## config.mk

```make
export PLATFORM = sky130hd
export DESIGN_NAME = alu_issue_sequencer
export DESIGN_NICKNAME = d
export VERILOG_FILES = /design/src/rtl/alu_issue_sequencer.sv
export SDC_FILE = /design/constraint.sdc
export NUM_CORES = 1
export LEC_CHECK = 0
export CORE_MARGIN = 3
export CORE_UTILIZATION = 40
export CTS_BUF_LIST = sky130_fd_sc_hd__clkbuf_16
export CTS_CLUSTER_SIZE = 10
export DETAILED_ROUTE_END_ITERATION = 16
export GPL_TIMING_DRIVEN = 0
export PLACE_DENSITY = 0.68
export SYNTH_ARGS = -nofsm -noshare
export SYNTH_HDL_FRONTEND = slang
export SYNTH_SLANG_ARGS = --single-unit
```

## constraint.sdc

```tcl
create_clock -name Clk -period 5.1 [get_ports Clk]
set_clock_uncertainty 0.1 [all_clocks]
set_input_delay 0.51 -clock Clk [delete_from_list [all_inputs] [get_ports Clk]]
set_output_delay 0.51 -clock Clk [all_outputs]
set_load 0.02 [all_outputs]
```

## src/rtl/alu_issue_sequencer.sv

```systemverilog
// alu_issue_sequencer: valid/ready front end for the SimpleALU.
// Accepts one op at a time, drives the ALU, waits a fixed latency (or the
// divider's Ready on DIV), captures the results and presents them downstream.
// Filters divide-by-zero and unknown opcodes, and bounds DIV with a timeout.
// Ports:
//   Clk, ResetN                         clock, synchronous active-low reset
//   ReqValid/ReqReady/ReqInstr/ReqA/ReqB request channel
//   AluInstruction/AluInputA/AluInputB  drive to ALU
//   AluResultA/AluResultB/AluReady      results from ALU
//   RespValid/RespReady/RespA/RespB     response channel
//   RespZero/RespError/Busy             status
module alu_issue_sequencer #(
   parameter int unsigned INPUT_BIT_WIDTH = 8,
   parameter int unsigned INSTR_BIT_WIDTH = 5,
   parameter int unsigned ADDSUB_LATENCY  = 2,
   parameter int unsigned LOGIC_LATENCY   = 1,
   parameter int unsigned DIV_MIN_CYCLES  = 2,
   parameter int unsigned DIV_TIMEOUT     = 48
) (
   input  logic                       Clk,
   input  logic                       ResetN,
   input  logic                       ReqValid,
   output logic                       ReqReady,
   input  logic [INSTR_BIT_WIDTH-1:0] ReqInstr,
   input  logic [INPUT_BIT_WIDTH-1:0] ReqA,
   input  logic [INPUT_BIT_WIDTH-1:0] ReqB,
   output logic [INSTR_BIT_WIDTH-1:0] AluInstruction,
   output logic [INPUT_BIT_WIDTH-1:0] AluInputA,
   output logic [INPUT_BIT_WIDTH-1:0] AluInputB,
   input  logic [INPUT_BIT_WIDTH-1:0] AluResultA,
   input  logic [INPUT_BIT_WIDTH-1:0] AluResultB,
   input  logic                       AluReady,
   output logic                       RespValid,
   input  logic                       RespReady,
   output logic [INPUT_BIT_WIDTH-1:0] RespA,
   output logic [INPUT_BIT_WIDTH-1:0] RespB,
   output logic                       RespZero,
   output logic                       RespError,
   output logic                       Busy
);

   localparam int unsigned W  = INPUT_BIT_WIDTH;
   localparam int unsigned IW = INSTR_BIT_WIDTH;
   // Counter range covers every latency; equals DIV_TIMEOUT when latencies are below it.
   localparam int unsigned CNT_MAX = (DIV_TIMEOUT >= ADDSUB_LATENCY && DIV_TIMEOUT >= LOGIC_LATENCY)
                                     ? DIV_TIMEOUT
                                     : ((ADDSUB_LATENCY >= LOGIC_LATENCY) ? ADDSUB_LATENCY : LOGIC_LATENCY);
   localparam int unsigned CNT_W = $clog2(CNT_MAX + 1);

   localparam logic [IW-1:0] OP_NOP  = IW'(8'h00);
   localparam logic [IW-1:0] OP_ADD  = IW'(8'h01);
   localparam logic [IW-1:0] OP_SUB  = IW'(8'h02);
   localparam logic [IW-1:0] OP_MUL  = IW'(8'h03);
   localparam logic [IW-1:0] OP_DIV  = IW'(8'h04);
   localparam logic [IW-1:0] OP_SHL  = IW'(8'h05);
   localparam logic [IW-1:0] OP_SHR  = IW'(8'h06);
   localparam logic [IW-1:0] OP_ROL  = IW'(8'h07);
   localparam logic [IW-1:0] OP_ROR  = IW'(8'h08);
   localparam logic [IW-1:0] OP_AND  = IW'(8'h09);
   localparam logic [IW-1:0] OP_XOR  = IW'(8'h0B);
   localparam logic [IW-1:0] OP_OR   = IW'(8'h0D);
   localparam logic [IW-1:0] OP_NAND = IW'(8'h0E);
   localparam logic [IW-1:0] OP_XNOR = IW'(8'h0F);
   localparam logic [IW-1:0] OP_GTH  = IW'(8'h10);
   localparam logic [IW-1:0] OP_EQU  = IW'(8'h11);

   typedef enum logic [1:0] {ST_IDLE, ST_EXEC, ST_DONE} state_e;
   typedef enum logic [2:0] {CL_NOP, CL_ADDSUB, CL_LOGIC, CL_DIV, CL_BAD} op_class_e;

   // Opcode -> latency class.
   function automatic op_class_e classify(input logic [IW-1:0] op);
      op_class_e cl;
      case (op)
         OP_NOP:                           cl = CL_NOP;
         OP_ADD, OP_SUB:                   cl = CL_ADDSUB;
         OP_DIV:                           cl = CL_DIV;
         OP_MUL, OP_SHL, OP_SHR, OP_ROL,
         OP_ROR, OP_AND, OP_XOR, OP_OR,
         OP_NAND, OP_XNOR, OP_GTH, OP_EQU: cl = CL_LOGIC;
         default:                          cl = CL_BAD;
      endcase
      return cl;
   endfunction

   state_e           state_q, state_d;
   logic [CNT_W-1:0] cnt_q, cnt_d;
   logic [IW-1:0]    alu_instr_q, alu_instr_d;
   logic [W-1:0]     alu_a_q, alu_a_d, alu_b_q, alu_b_d;
   logic [W-1:0]     resp_a_q, resp_a_d, resp_b_q, resp_b_d;
   logic             resp_err_q, resp_err_d;
   logic             resp_zero_q, req_ready_q, resp_valid_q, busy_q;
   logic             capture_c, timeout_c;

   // Capture / timeout decision for the op currently held in EXEC.
   always_comb begin
      capture_c = 1'b0;
      timeout_c = 1'b0;
      case (classify(alu_instr_q))
         CL_ADDSUB: capture_c = (cnt_q == CNT_W'(ADDSUB_LATENCY - 1));
         CL_LOGIC:  capture_c = (cnt_q == CNT_W'(LOGIC_LATENCY - 1));
         CL_DIV: begin
            // Leading cycles mask a Ready left over from a previous divide.
            capture_c = AluReady && (cnt_q >= CNT_W'(DIV_MIN_CYCLES));
            timeout_c = !capture_c && (cnt_q >= CNT_W'(DIV_TIMEOUT - 1));
         end
         default:   timeout_c = 1'b1;
      endcase
   end

   // Next-state and datapath.
   always_comb begin
      state_d     = state_q;
      cnt_d       = cnt_q;
      alu_instr_d = alu_instr_q;
      alu_a_d     = alu_a_q;
      alu_b_d     = alu_b_q;
      resp_a_d    = resp_a_q;
      resp_b_d    = resp_b_q;
      resp_err_d  = resp_err_q;
      case (state_q)
         ST_IDLE: begin
            alu_instr_d = OP_NOP;
            alu_a_d     = '0;
            alu_b_d     = '0;
            if (ReqValid) begin
               state_d = ST_DONE;
               case (classify(ReqInstr))
                  CL_NOP: begin
                     resp_a_d   = '0;
                     resp_b_d   = '0;
                     resp_err_d = 1'b0;
                  end
                  CL_BAD: begin
                     resp_a_d   = '0;
                     resp_b_d   = '0;
                     resp_err_d = 1'b1;
                  end
                  default: begin
                     if (classify(ReqInstr) == CL_DIV && ReqB == '0) begin
                        resp_a_d   = '1;
                        resp_b_d   = ReqA;
                        resp_err_d = 1'b1;
                     end else begin
                        alu_instr_d = ReqInstr;
                        alu_a_d     = ReqA;
                        alu_b_d     = ReqB;
                        cnt_d       = '0;
                        state_d     = ST_EXEC;
                     end
                  end
               endcase
            end
         end
         ST_EXEC: begin
            if (cnt_q != CNT_W'(CNT_MAX)) cnt_d = cnt_q + CNT_W'(1);
            if (capture_c || timeout_c) begin
               resp_a_d    = AluResultA;
               resp_b_d    = AluResultB;
               resp_err_d  = timeout_c;
               alu_instr_d = OP_NOP;
               alu_a_d     = '0;
               alu_b_d     = '0;
               state_d     = ST_DONE;
            end
         end
         ST_DONE: begin
            if (RespReady) state_d = ST_IDLE;
         end
         default: state_d = ST_IDLE;
      endcase
   end

   // State and output registers.
   always_ff @(posedge Clk) begin
      if (!ResetN) begin
         state_q      <= ST_IDLE;
         cnt_q        <= '0;
         alu_instr_q  <= OP_NOP;
         alu_a_q      <= '0;
         alu_b_q      <= '0;
         resp_a_q     <= '0;
         resp_b_q     <= '0;
         resp_err_q   <= 1'b0;
         resp_zero_q  <= 1'b1;
         req_ready_q  <= 1'b1;
         resp_valid_q <= 1'b0;
         busy_q       <= 1'b0;
      end else begin
         state_q      <= state_d;
         cnt_q        <= cnt_d;
         alu_instr_q  <= alu_instr_d;
         alu_a_q      <= alu_a_d;
         alu_b_q      <= alu_b_d;
         resp_a_q     <= resp_a_d;
         resp_b_q     <= resp_b_d;
         resp_err_q   <= resp_err_d;
         resp_zero_q  <= (resp_a_d == '0);
         req_ready_q  <= (state_d == ST_IDLE);
         resp_valid_q <= (state_d == ST_DONE);
         busy_q       <= (state_d != ST_IDLE);
      end
   end

   assign ReqReady       = req_ready_q;
   assign RespValid      = resp_valid_q;
   assign Busy           = busy_q;
   assign AluInstruction = alu_instr_q;
   assign AluInputA      = alu_a_q;
   assign AluInputB      = alu_b_q;
   assign RespA          = resp_a_q;
   assign RespB          = resp_b_q;
   assign RespZero       = resp_zero_q;
   assign RespError      = resp_err_q;

endmodule
```

==> results.md <==
* Fraction of the yosys area taken by sequential cells at 0.391
* Launch point of the worst path: ReqInstr[0]
* Number of failing setup endpoints in the final timing report at 0
* TritonCTS clock tree: yes
* Sinks on the clock net at 53
* Critical path launch point type: input port
* Starting DRC count in detailed routing at 130
* Count of buffers inserted at the top-level ports at 81
* DRT Pass-1 Iters at 4
* Cells along the critical path: clkdlybuf4s50_1, inv_1, ha_1, o21bai_1, mux2_2, o21a_1, a211oi_2, buf_2, a22oi_1, nor2b_1, inv_1, ha_1, and2_1, a2111oi_0, a31o_1
* Mapped Nets at 363
* Critical path class: input port to flip-flop
* Rel. slew slack at 0.504
* Count of pins over their slew limit at 0
* Flip-flop and latch count after synthesis at 53
* GR Util met2 at 0.313
* Setup slack on the worst flop-to-flop path at 1.65 ns
* Clock buffer count from CTS at 5
* Wire length of the first global-routing pass at 11800 um
* EDFF count, synth at 0
* Post-synthesis cell type count at 52
* Min-delay worst type: flip-flop to flip-flop
* Number of cells on the worst reg-to-reg path at 13
* Buffer count from post-CTS setup fixing at 0
* Critical path data arrival time at 4.21 ns
* Post-place instance area at 3620 um2
* Hold_buf cts at 0
* Count of endpoints failing hold in the final timing report at 0
* Initial cell density of the core at 0.420
* Worst-Margin Slew at 0.741 ns
* Cell family contributing the most delay on the critical path: compound AO/OA/AOI/OAI gates
* Post-detailed-route wirelength per cell at 15.4 um
* Overall die height at 88.4 um
* Clock edge transition at the registers on the reported setup and hold paths at 0.08 ns
* Largest net degree at the start of global routing at 18
* CP Buf/Inv Count at 4
* Critical R2R Launch: cnt_q[0]
* Utilization of the core after routing at 0.583
* Number of synthesis warnings at 0
* Synth async-reset ratio at 0
* LEAKAGE at 0.00140 uW
* Number of standard-cell rows in the floorplan at 29
* Standard cell with the maximum stage delay on the critical path: clkdlybuf4s50_1
* Most common flop cell mapped by yosys: dfxtp_1
* Outcome: completed
* CP endpoint kind: flip-flop
* Post-DR vias/cell at 5.46
* Area of all placed cells without fillers at 3770 um2
* Area of the placeable core at 6460 um2
* Peak-usage layer in the global routing report: met2
* Antenna violations before repair at 0
* Total power density per cell area at 282 nW/um2
* Maximum single-stage delay on the critical path at 0.50 ns
* Layout cell share with drive strength beyond 1 at 0.0578
* Total Routed Length at 7310 um
* Worst-skew pair later-pin latency at 0.29 ns
* Maximum count of clock buffers along a single path at 2
* Filler cell count in the final layout at 615
* H-tree depth at 2
* Maximum fanout count along the critical path at 10
* Area of the multi-input gates at 1520 um2
* Congestion Overflow GR at 0
* Storage cell area at 1060 um2
* Diode insertion count for antenna repair at 0
* Placer's final routability congestion estimate at 0.871
* Post-route antenna net violation count at 0
* GR Layer Usage met3 at 0.0493
* Post_cts resized at 0
* Data required, critical path at 5.23 ns
* Detailed Place HPWL at 5410 um
* Layout overhead on the synthesized area at 38.9%
* DRC at 0
* Vias at 2594
* Setup Total Neg Slack at 0 ns
* Overall Global Routing Usage at 0.190
* Die footprint at 7810 um2
* Critical path depth at 15
* Top Ports at 84
* Time the worst path needs with I/O delays and setup at 4.08 ns
* Cell count after synthesis at 309
* Unrepaired setup endpoints after global routing: false
* Global routing met1 resource utilization at 0.256
* Clk Tree Root Cell: clkbuf_16
* IR Drop Worst-Case VDD at 0.160 mV
* Count of max-cap constraint violations at 0
* Biggest area contributors in the synthesized netlist: dfxtp_1, nor2b_1, ha_1
* Vias in the first global route at 2470
* Maximum frequency from static timing analysis at 245 MHz
* Width of the chip at 88.4 um
* Count of nets after finishing at 451
* Mean instance size in the synthesized netlist at 8.78 um2
* Largest area contributor in the synthesized netlist: dfxtp_1
* Share of Yosys cell area claimed by the top area cell type at 0.391
* Post-synthesis cell area at 2710 um2
* Final Cycle Share at 0.799
-- metal layers --
metal,up-vias,wire [um],part of all wire
met2,87,3400,0.47
met4,0,46,0.0063
met5,-,0,0
met3,5,546,0.075
met1,1217,3320,0.45
li1,1285,-,-
-- logic make-up (layout without fill, tap and decap cells) --
group           Yosys count  in the layout  share of synthesized area
flops                    53             53                      0.391
buf+inv                  31            120                     0.0484
mux                      13             13                     0.0489
xor+xnor                  3              3                    0.00969
compound gates           88             88                      0.238
fa+ha+maj                12             12                     0.0553
simple gates            109            109                      0.208
-- how the worst min path moves through the flow --
stage | start | to | depth (start not counted)
3_3_place_gp | RespError | RespError | 2
4_1_cts | RespError | RespError | 2
2_1_floorplan | cnt_q[5] | cnt_q[5] | 2
6_report | RespError | RespError | 2
3_5_place_dp | RespError | RespError | 2
5_1_grt | RespError | RespError | 2
-- registers in the layout, summed over array words and instances (netlist names), named ones only --
name	count
AluInputA	8
AluInputB	8
RespA	8
RespB	8
cnt_q	6
AluInstruction	5
state_q	2
Busy	1
ReqReady	1
RespError	1
RespValid	1
RespZero	1
-- metrics by stage --
stage                     total power [uW]  setup WS (ns)  cells  hold slack, ns
after detailed placement               730          0.799    467           0.358
after global placement                 727          0.863    467           0.353
after global routing                  1110          0.734    475           0.411
final                                 1060           1.02    475           0.365
after CTS                             1070           1.09    475           0.368
after floorplan                        616           1.82    309           0.421
-- worst reg2reg max path: stages, from the launching register on --
cell and delay, ns:
dfxtp_1 0.36, ha_1 0.26, and3_1 0.22, o21ai_0 0.26, a211o_1 0.21, a41o_1 0.27
buf_2 0.26, a22oi_1 0.14, nor2b_1 0.26, inv_1 0.10, ha_1 0.19, and2_1 0.13
a2111oi_0 0.49, a31o_1 0.16
-- synthesized netlist by cell type, types with 2 or more instances --
master	n
nor2b_1	32
nand2b_1	4
nor3_1	5
a21boi_0	7
and3_1	2
nor2_1	11
a22o_1	3
nor3b_1	2
a21oi_1	5
mux2_2	2
or2_2	3
xnor2_1	3
a31oi_1	4
a221oi_1	3
mux2i_1	11
a211oi_1	2
a22oi_1	18
buf_2	6
o31ai_1	3
o21ai_1	2
nor4_1	7
o21a_1	3
ha_1	12
dfxtp_1	53
nand2_1	33
a32o_1	2
o21ai_0	17
nand3_1	3
inv_1	13
and2_1	5
a32oi_1	2
clkbuf_1	11
-- layout make-up --
cell class,count,share of cell area
multi-input combinational,225,0.404
tap,77,0.0256
buffer,18,0.0219
clock buffer,5,0.0332
timing repair buffer,81,0.215
clock inverter,3,0.00598
inverter,13,0.0130
sequential,53,0.282
-- power by group --
part           total (uW)  switching [uW]  internal, uW
Clock                 340             157           183
Combinational         267             142           125
Sequential            455            15.1           440
-- cell usage in the layout, fill, tap and decap left out, types with 7 or more instances in the layout --
master           Yosys  layout
clkdlybuf4s50_1      0      81
dfxtp_1             53      53
nand2_1             33      33
nor2b_1             32      32
a22oi_1             18      18
o21ai_0             17      17
inv_1               13      13
ha_1                12      12
clkbuf_1            11      11
nor2_1              11      11
mux2i_1             11      11
nor4_1               7       7
a21boi_0             7       7
No activity file was read; power rests on OpenSTA's default activity.
